`src/rtl/rr_arb_pkg.sv`:
```
// Shared types, default sizes and the round-robin search helper for the
// 8-way arbiter.
package rr_arb_pkg;

    localparam int RR_N_REQ   = 8;
    localparam int RR_IDX_W   = 3;
    localparam int RR_TMO_CYC = 16;

    typedef enum logic {
        IDLE = 1'b0,
        BUSY = 1'b1
    } arb_state_t;

    // First set request at or after ptr, searching upward with wrap.
    // Walking offsets from high to low lets the smallest offset win.
    function automatic logic [RR_IDX_W-1:0] rr_pick(
        input logic [RR_N_REQ-1:0] req,
        input logic [RR_IDX_W-1:0] ptr
    );
        logic [RR_IDX_W-1:0] idx;
        logic [RR_IDX_W-1:0] pick;
        pick = ptr;
        for (int i = RR_N_REQ - 1; i >= 0; i--) begin
            idx = ptr + RR_IDX_W'(i);
            if (req[idx]) begin
                pick = idx;
            end
        end
        return pick;
    endfunction

endpackage

```
`src/rtl/onehot_dec.sv`:
```
// Binary-to-one-hot decoder with enable; output is all-zero when en is low.
module onehot_dec
    import rr_arb_pkg::*;
#(
    parameter int IDX_W = RR_IDX_W,
    parameter int N_OUT = RR_N_REQ
) (
    input  logic [IDX_W-1:0] idx,
    input  logic             en,
    output logic [N_OUT-1:0] onehot
);

    genvar gi;
    generate
        for (gi = 0; gi < N_OUT; gi++) begin : g_bit
            assign onehot[gi] = en && (idx == IDX_W'(gi));
        end
    endgenerate

endmodule

```
`src/rtl/rr_arbiter8.sv`:
```
// Eight-way round-robin arbiter with hold-until-release ownership.
// Optional forced release on a hold limit when RR_ARB_TIMEOUT_EN is defined.
module rr_arbiter8
    import rr_arb_pkg::*;
#(
    parameter int N_REQ   = RR_N_REQ,
    parameter int IDX_W   = RR_IDX_W,
    parameter int TMO_CYC = RR_TMO_CYC
) (
    input  logic             clk,
    input  logic             rst_n,
    input  logic [N_REQ-1:0] req,
    input  logic             done,
    output logic [N_REQ-1:0] grant,
    output logic [IDX_W-1:0] grant_idx,
    output logic             grant_valid
`ifdef RR_ARB_TIMEOUT_EN
    ,
    output logic             timeout
`endif
);

    generate
        if ((2 ** IDX_W) != N_REQ || TMO_CYC < 1) begin : g_cfg_err
            $error("rr_arbiter8: need 2**IDX_W == N_REQ and TMO_CYC >= 1");
        end
    endgenerate

    arb_state_t       state_reg;
    logic [IDX_W-1:0] ptr_reg;
    logic [IDX_W-1:0] grant_idx_reg;
    logic             grant_valid_reg;

    logic [IDX_W-1:0] pick_next;
    logic             owner_release;
    logic             tmo_hit;
    logic             release_now;

    assign pick_next     = rr_pick(req, ptr_reg);
    assign owner_release = done | ~req[grant_idx_reg];
    assign release_now   = owner_release | tmo_hit;

`ifdef RR_ARB_TIMEOUT_EN
    localparam int CNT_W = $clog2(TMO_CYC + 1);

    logic [CNT_W-1:0] cnt_reg;
    logic             timeout_reg;

    // cnt_reg counts completed BUSY cycles of the current grant, so the
    // limit is hit during the TMO_CYC-th BUSY cycle.
    assign tmo_hit = (state_reg == BUSY) && (cnt_reg == CNT_W'(TMO_CYC - 1));

    always_ff @(posedge clk or negedge rst_n) begin
        if (!rst_n) begin
            cnt_reg     <= '0;
            timeout_reg <= 1'b0;
        end else begin
            timeout_reg <= tmo_hit && !owner_release;
            if (state_reg == BUSY && !release_now) begin
                cnt_reg <= cnt_reg + CNT_W'(1);
            end else begin
                cnt_reg <= '0;
            end
        end
    end

    assign timeout = timeout_reg;
`else
    assign tmo_hit = 1'b0;
`endif

    always_ff @(posedge clk or negedge rst_n) begin
        if (!rst_n) begin
            state_reg       <= IDLE;
            ptr_reg         <= '0;
            grant_idx_reg   <= '0;
            grant_valid_reg <= 1'b0;
        end else begin
            case (state_reg)
                IDLE: begin
                    if (|req) begin
                        state_reg       <= BUSY;
                        grant_idx_reg   <= pick_next;
                        grant_valid_reg <= 1'b1;
                    end
                end
                BUSY: begin
                    // Going through IDLE on every release gives the
                    // mandatory one-cycle gap before the next grant.
                    if (release_now) begin
                        state_reg       <= IDLE;
                        ptr_reg         <= grant_idx_reg + IDX_W'(1);
                        grant_idx_reg   <= '0;
                        grant_valid_reg <= 1'b0;
                    end
                end
                default: begin
                    state_reg       <= IDLE;
                    grant_idx_reg   <= '0;
                    grant_valid_reg <= 1'b0;
                end
            endcase
        end
    end

    onehot_dec #(
        .IDX_W (IDX_W),
        .N_OUT (N_REQ)
    ) u_grant_dec (
        .idx    (grant_idx_reg),
        .en     (grant_valid_reg),
        .onehot (grant)
    );

    assign grant_idx   = grant_idx_reg;
    assign grant_valid = grant_valid_reg;

endmodule

```
`config.mk`:
```
export PLATFORM = sky130hd
export DESIGN_NAME = rr_arbiter8
export DESIGN_NICKNAME = d
export VERILOG_FILES = /design/src/rtl/rr_arb_pkg.sv /design/src/rtl/onehot_dec.sv /design/src/rtl/rr_arbiter8.sv
export SDC_FILE = /design/constraint.sdc
export NUM_CORES = 1
export LEC_CHECK = 0
export BUFFER_PORTS_ARGS = -buffer_cell sky130_fd_sc_hd__buf_2
export CAP_MARGIN = 20
export CORE_MARGIN = 3
export CORE_UTILIZATION = 60
export CTS_BUF_LIST = sky130_fd_sc_hd__clkbuf_8
export DETAILED_ROUTE_END_ITERATION = 16
export GPL_ROUTABILITY_DRIVEN = 0
export PLACE_DENSITY = 0.84
export REMOVE_ABC_BUFFERS = 1
export SLEW_MARGIN = 5
export SYNTH_ARGS = -nofsm -noshare
export SYNTH_HDL_FRONTEND = slang
export SYNTH_SLANG_ARGS = --single-unit
```
`constraint.sdc`:
```
create_clock -name clk -period 3.43 [get_ports clk]
set_clock_uncertainty 0.05 [all_clocks]
set_input_delay 0.686 -clock clk [delete_from_list [all_inputs] [get_ports clk]]
set_output_delay 0.686 -clock clk [all_outputs]
set_load 0.02 [all_outputs]
```
# Yosys cells after proc, flatten, opt, wreduce, memory -nomap -nowiden
# Cells that the tools add are included.
# classes
addsub	8
magnitude_cmp	9
n_eq_ne	9
muxes	35
bitwise	3
n_reduce_logical	12
# op_table
operator	n
less-than comparator 3 x 4 -> 1 bit (second input constant)	9
2-to-1 mux 3 bit	10
binary-select mux 1 bit (select 3 bit)	9
2-to-1 mux 1 bit	13
adder 3 bit (second input constant)	4
equality test 3 bit (second input constant)	4
logical AND 1 bit	8
OR reduction 8 bit	1
adder 3 x 1 -> 3 bit (second input constant)	2
adder 3 x 2 -> 3 bit (second input constant)	2
equality test 3 x 2 -> 1 bit (second input constant)	2
case mux 3 bit (2 select lines)	1
case mux 1 bit (2 select lines)	2
AND reduction 2 bit	2
equality test 3 x 1 -> 1 bit (second input constant)	1
zero test 3 bit	1
inequality test 2 x 1 -> 1 bit (second input constant)	1
inequality test 2 bit (second input constant)	1
NOT 1 bit	2
bitwise OR 1 bit	1
# totals
register_bits	8
elab_cells	80

# Longest topological paths before layout
# logic_depth
ltp_word	13
mapped_depth	11
depth_no_buf	8

# Modules after synthesis
# Synthesis repeated with hierarchy kept, for this count alone.
# unflattened
hier_cells	122
hier_area_um2	1233.7
# by_module_without_submodules
mod	instances	cells_each	area_each_um2	seq_area_each_um2
rr_arbiter8	1	114	1137.3	200.2
onehot_dec	1	8	96.3	0.0

# Worst setup path after synthesis
# OpenSTA, ideal clock, no wires.
# synth_timing
path_type	reg2reg
from	register ptr_reg[1]
to	register grant_idx_reg[2] (netlist: grant_idx[2])
setup_ns	0.142
arrival_ns	2.590
required_time_ns	3.238
slack_ns	0.647
stages_incl_launch_ff	11
n_path_buf	2
path_cell_list	dfrtp_1 -> clkbuf_1 -> inv_1 -> ha_1 -> clkbuf_1 -> mux4_2 -> a31oi_1 -> a221o_1 -> a31oi_1 -> o311ai_1 -> o311ai_1
# synth_via
elab_chain_len	13
word_cells_on_any_way	33
cone_classes	add/sub: 7; mux: 26
# synth_lines
item	line	rtl
from (decl)	rr_arbiter8.sv:30	logic [IDX_W-1:0] ptr_reg;
from (signal assigned)	rr_arbiter8.sv:92	ptr_reg <= grant_idx_reg + IDX_W'(1);
adder 3 bit	rr_arb_pkg.sv:24	idx = ptr + RR_IDX_W'(i);
binary-select mux 1 bit (select 3 bit)	rr_arb_pkg.sv:25	if (req[idx]) begin
2-to-1 mux 1 bit (not written as such)	rr_arb_pkg.sv:25	
2-to-1 mux 3 bit (7 in a row)	rr_arb_pkg.sv:25	
2-to-1 mux 3 bit (*)	rr_arb_pkg.sv:25	
2-to-1 mux 3 bit (*)	rr_arbiter8.sv:81	if (|req) begin
case mux 3 bit (2 select lines) (*)	rr_arbiter8.sv:79	case (state_reg)
to (signal assigned)	rr_arbiter8.sv:83	grant_idx_reg <= pick_next;
to (decl)	rr_arbiter8.sv:31	logic [IDX_W-1:0] grant_idx_reg;
# Every way passes the cells marked *; elsewhere a longest branch is shown, timed or not. The select of a mux whose other input is x is not followed.
# A chain may end at the register's enable or synchronous reset.

# Worst setup path in the final report
# layout_timing
from	register ptr_reg[0]
to	register grant_idx_reg[0] (netlist: grant_idx[0])
# The elaborated chain is that of the path after synthesis.

==> impl_summary.txt <==
----------------------------------------------------
[Run status]
  Run status ... completed

[Clock tree]
  Clock latency on the worst-skew pair ... about 240 ps
  TritonCTS Sinks ... 8
  CTS H-tree depth ... 1
  CTS tree ... yes
  CTS Buffer Depth ... 2
  Inserted Clock Buffers ... 3
  Number of buffers added to fix hold violations after cts ... 0
  Root cell of the clock tree ... clkbuf_8
  Register clock-pin slew on the reported worst setup and hold paths ... 50 ps
  Number of cells upsized or downsized after cts ... 0
  Post-CTS setup buffer count ... 0

[Critical path]
  Critical Path, Cell by Cell ... inv_2 -> ha_1 -> mux2_2 -> mux4_2 -> o311ai_1 -> nor4_1 -> a211o_1
  Arrival time at the worst endpoint ... between 2000 and 3000 ps
  Maximum cell stage delay along the critical path ... slightly above 500 ps
  Category of the worst setup path launch point ... flop
  Critical path endpoint category ... flop
  Worst Path Class, Setup ... reg2reg
  Slowest-stage cell, CP ... mux4_2
  CP delay by family, top ... multiplexers
  Critical path required time ... 3500 ps
  Crit path buf inv count ... 1
  Critical path peak fanout ... 11

[Cells and area]
  Fraction of the core area covered by cells at the end of the flow ... 0.688
  Layout Cell Area excl Fill ... 0.00174 mm^2
  Share of layout cells above drive strength 1 ... 0.260
  Diodes inserted ... 0
  Final cell count without fillers ... 226
  Most common library cell in the layout ignoring fill and taps ... buf_2
  Storage cell area ... ~200 um^2
  Area of combinational cells with multiple inputs ... between 0.001 and 0.0015 mm^2
  Final nets ... 217
  Commonest cells after routing, fill and taps aside ... buf_2, mux2i_1, nor2_1
  Post-synthesis to final-layout area growth ... 8.10%
  Fillcell total ... 201

[Route]
  Wirelength, routed ... 4580 um
  Final antenna-violating net count ... 0
  Detailed-route vias per instance ... 7.27
  DRC violations left ... 0
  Via count of the routed design ... between 1.5k and 2k
  Wire length per cell ... 20.3 um
  DR iter-0 viols ... between 150 and 200
  Number of search-and-repair iterations in the first detailed-routing pass ... 5

[Yosys]
  Most common flop cell mapped by yosys ... dfrtp_1
  Post-synthesis sequential area ratio ... 0.125
  Post-synth cell types ... 45
  Number of storage elements in the synthesis netlist ... 8
  Mean post-synth cell area ... 8.83 um^2
  Post-synth EDFFs ... 0
  Total standard cell area after synthesis ... 0.00161 mm^2
  Count of synthesis-stage warnings from yosys ... 0
  Synth async-reset ratio ... 1.00
  Number of instances in the synthesized netlist ... roughly 180

[Global routing]
  Number of antenna violations at the first check in global routing ... 0
  Global Route Usage Sum ... 0.289
  Maximum number of pins on one net before global-route repair ... 22
  Number of global-route vias before repair ... 1,604
  Wire length of the first global-routing pass ... 7590 um
  Global route overflow ... 0

[Timing]
  Final total negative setup slack ... 0 ps
  Number of failing hold endpoints at the final stage ... 0
  Final-report setup violation count ... 0
  Minimum setup slack in the final design ... 524 ps
  RSZ-0062 raised after global routing ... false
  Achievable Freq ... 344 MHz
  Worst hold-check slack ... 234 ps
  Slew at the pin closest to its max-slew limit ... 712 ps
  Worst slew slack as a fraction of its limit ... 0.526
  Number of max-slew violations in the final report ... 0
  Min Clock Period, post-route ... about 2900 ps
  Final Cycle Share ... 0.847

[Die]
  Die span in y ... 57.7 um
  Initial Utilization ... 0.637
  Width of the die ... ~58 um
  Die area ... 0.00333 mm^2
  Top-Level Pins ... 23
  Area of the placeable core ... 0.00252 mm^2
  Row count ... 18

[Power and ir drop]
  Peak supply drop ... 0.000672 V
  Leakage dissipation ... 0.816 nW
  PnR Total Power ... 2.01 mW
  Cell area power density ... ~1200 mW/mm^2

[Placed design]
  Worst setup slack before clock tree synthesis ... around 660 ps
  Total of buffers placed on input and output ports ... 22
  Post-Place Cell Area ... 0.00170 mm^2
  Number of cells after detailed placement ... 223
  HPWL after detailed placement ... 3310 um

[Min path]
  Worst hold path type ... in2async

[Flow run]
  Number of maximum-capacitance violations ... 0

----------------------------------------------------
==> layer usage <==
metal  global-route usage  part of all wire
met1                0.373              0.38
met3               0.0468              0.12
met4                0.142             0.039
met5                    0                 0
met2                0.469              0.47
==> kinds of logic (layout without fill, tap and decap cells) <==
family          count (synthesis)  count (layout)  synth area share
simple gates                   60              60             0.180
compound gates                 41              41             0.198
mux                            41              41             0.343
buf+inv                        22              36            0.0693
fa+ha+maj                       8               8            0.0623
flops                           8               8             0.125
xor+xnor                        2               2            0.0226
==> worst paths after layout <==
kind | cells after the start | end | from | slack (ps)
setup reg to reg | 7 | grant_idx[0]$_DFFE_PN0P_ | ptr_reg[0]$_DFFE_PN0P_ | 520
setup / recovery | 7 | grant_idx[0]$_DFFE_PN0P_ | ptr_reg[0]$_DFFE_PN0P_ | 520
max in group asynchronous | 1 | grant_valid$_DFFE_PN0P_ | rst_n | 2920
hold / removal | 1 | state_reg$_DFF_PN0_ | rst_n | 230
min in group clk | 2 | state_reg$_DFF_PN0_ | state_reg$_DFF_PN0_ | 500
hold reg to reg | 2 | state_reg$_DFF_PN0_ | state_reg$_DFF_PN0_ | 500
==> power by group <==
group,internal (mW),switching [mW],total (mW)
Sequential,0.144,0.109,0.253
Combinational,0.694,0.942,1.64
Clock,0.0764,0.0415,0.118
Total,0.914,1.09,2.01
==> final cells by class <==
| cell class | instances | share of cell area |
|---|---|---|
| clock buffers | 3 | 0.0238 |
| repair buffers | 25 | 0.0764 |
| inverters | 8 | 0.0173 |
| well taps | 30 | 0.0216 |
| flip-flops and latches | 8 | 0.115 |
| multi-input cells | 152 | 0.746 |
==> Yosys cell counts, drive strengths merged, types with 6 or more instances <==
| library cell | instances | area (um^2) |
|---|---|---|
| inv | 8 | 30.0 |
| a21oi | 8 | 40.0 |
| ha | 8 | 100 |
| mux2 | 11 | 139 |
| mux4 | 9 | 203 |
| clkbuf | 8 | 30.0 |
| dfrtp | 8 | 200 |
| mux2i | 21 | 210 |
| nor2 | 18 | 67.6 |
| nand2 | 14 | 52.6 |
| and2 | 6 | 37.5 |
| buf | 6 | 51.3 |
Note: power is estimated with default switching activity, not from simulation.
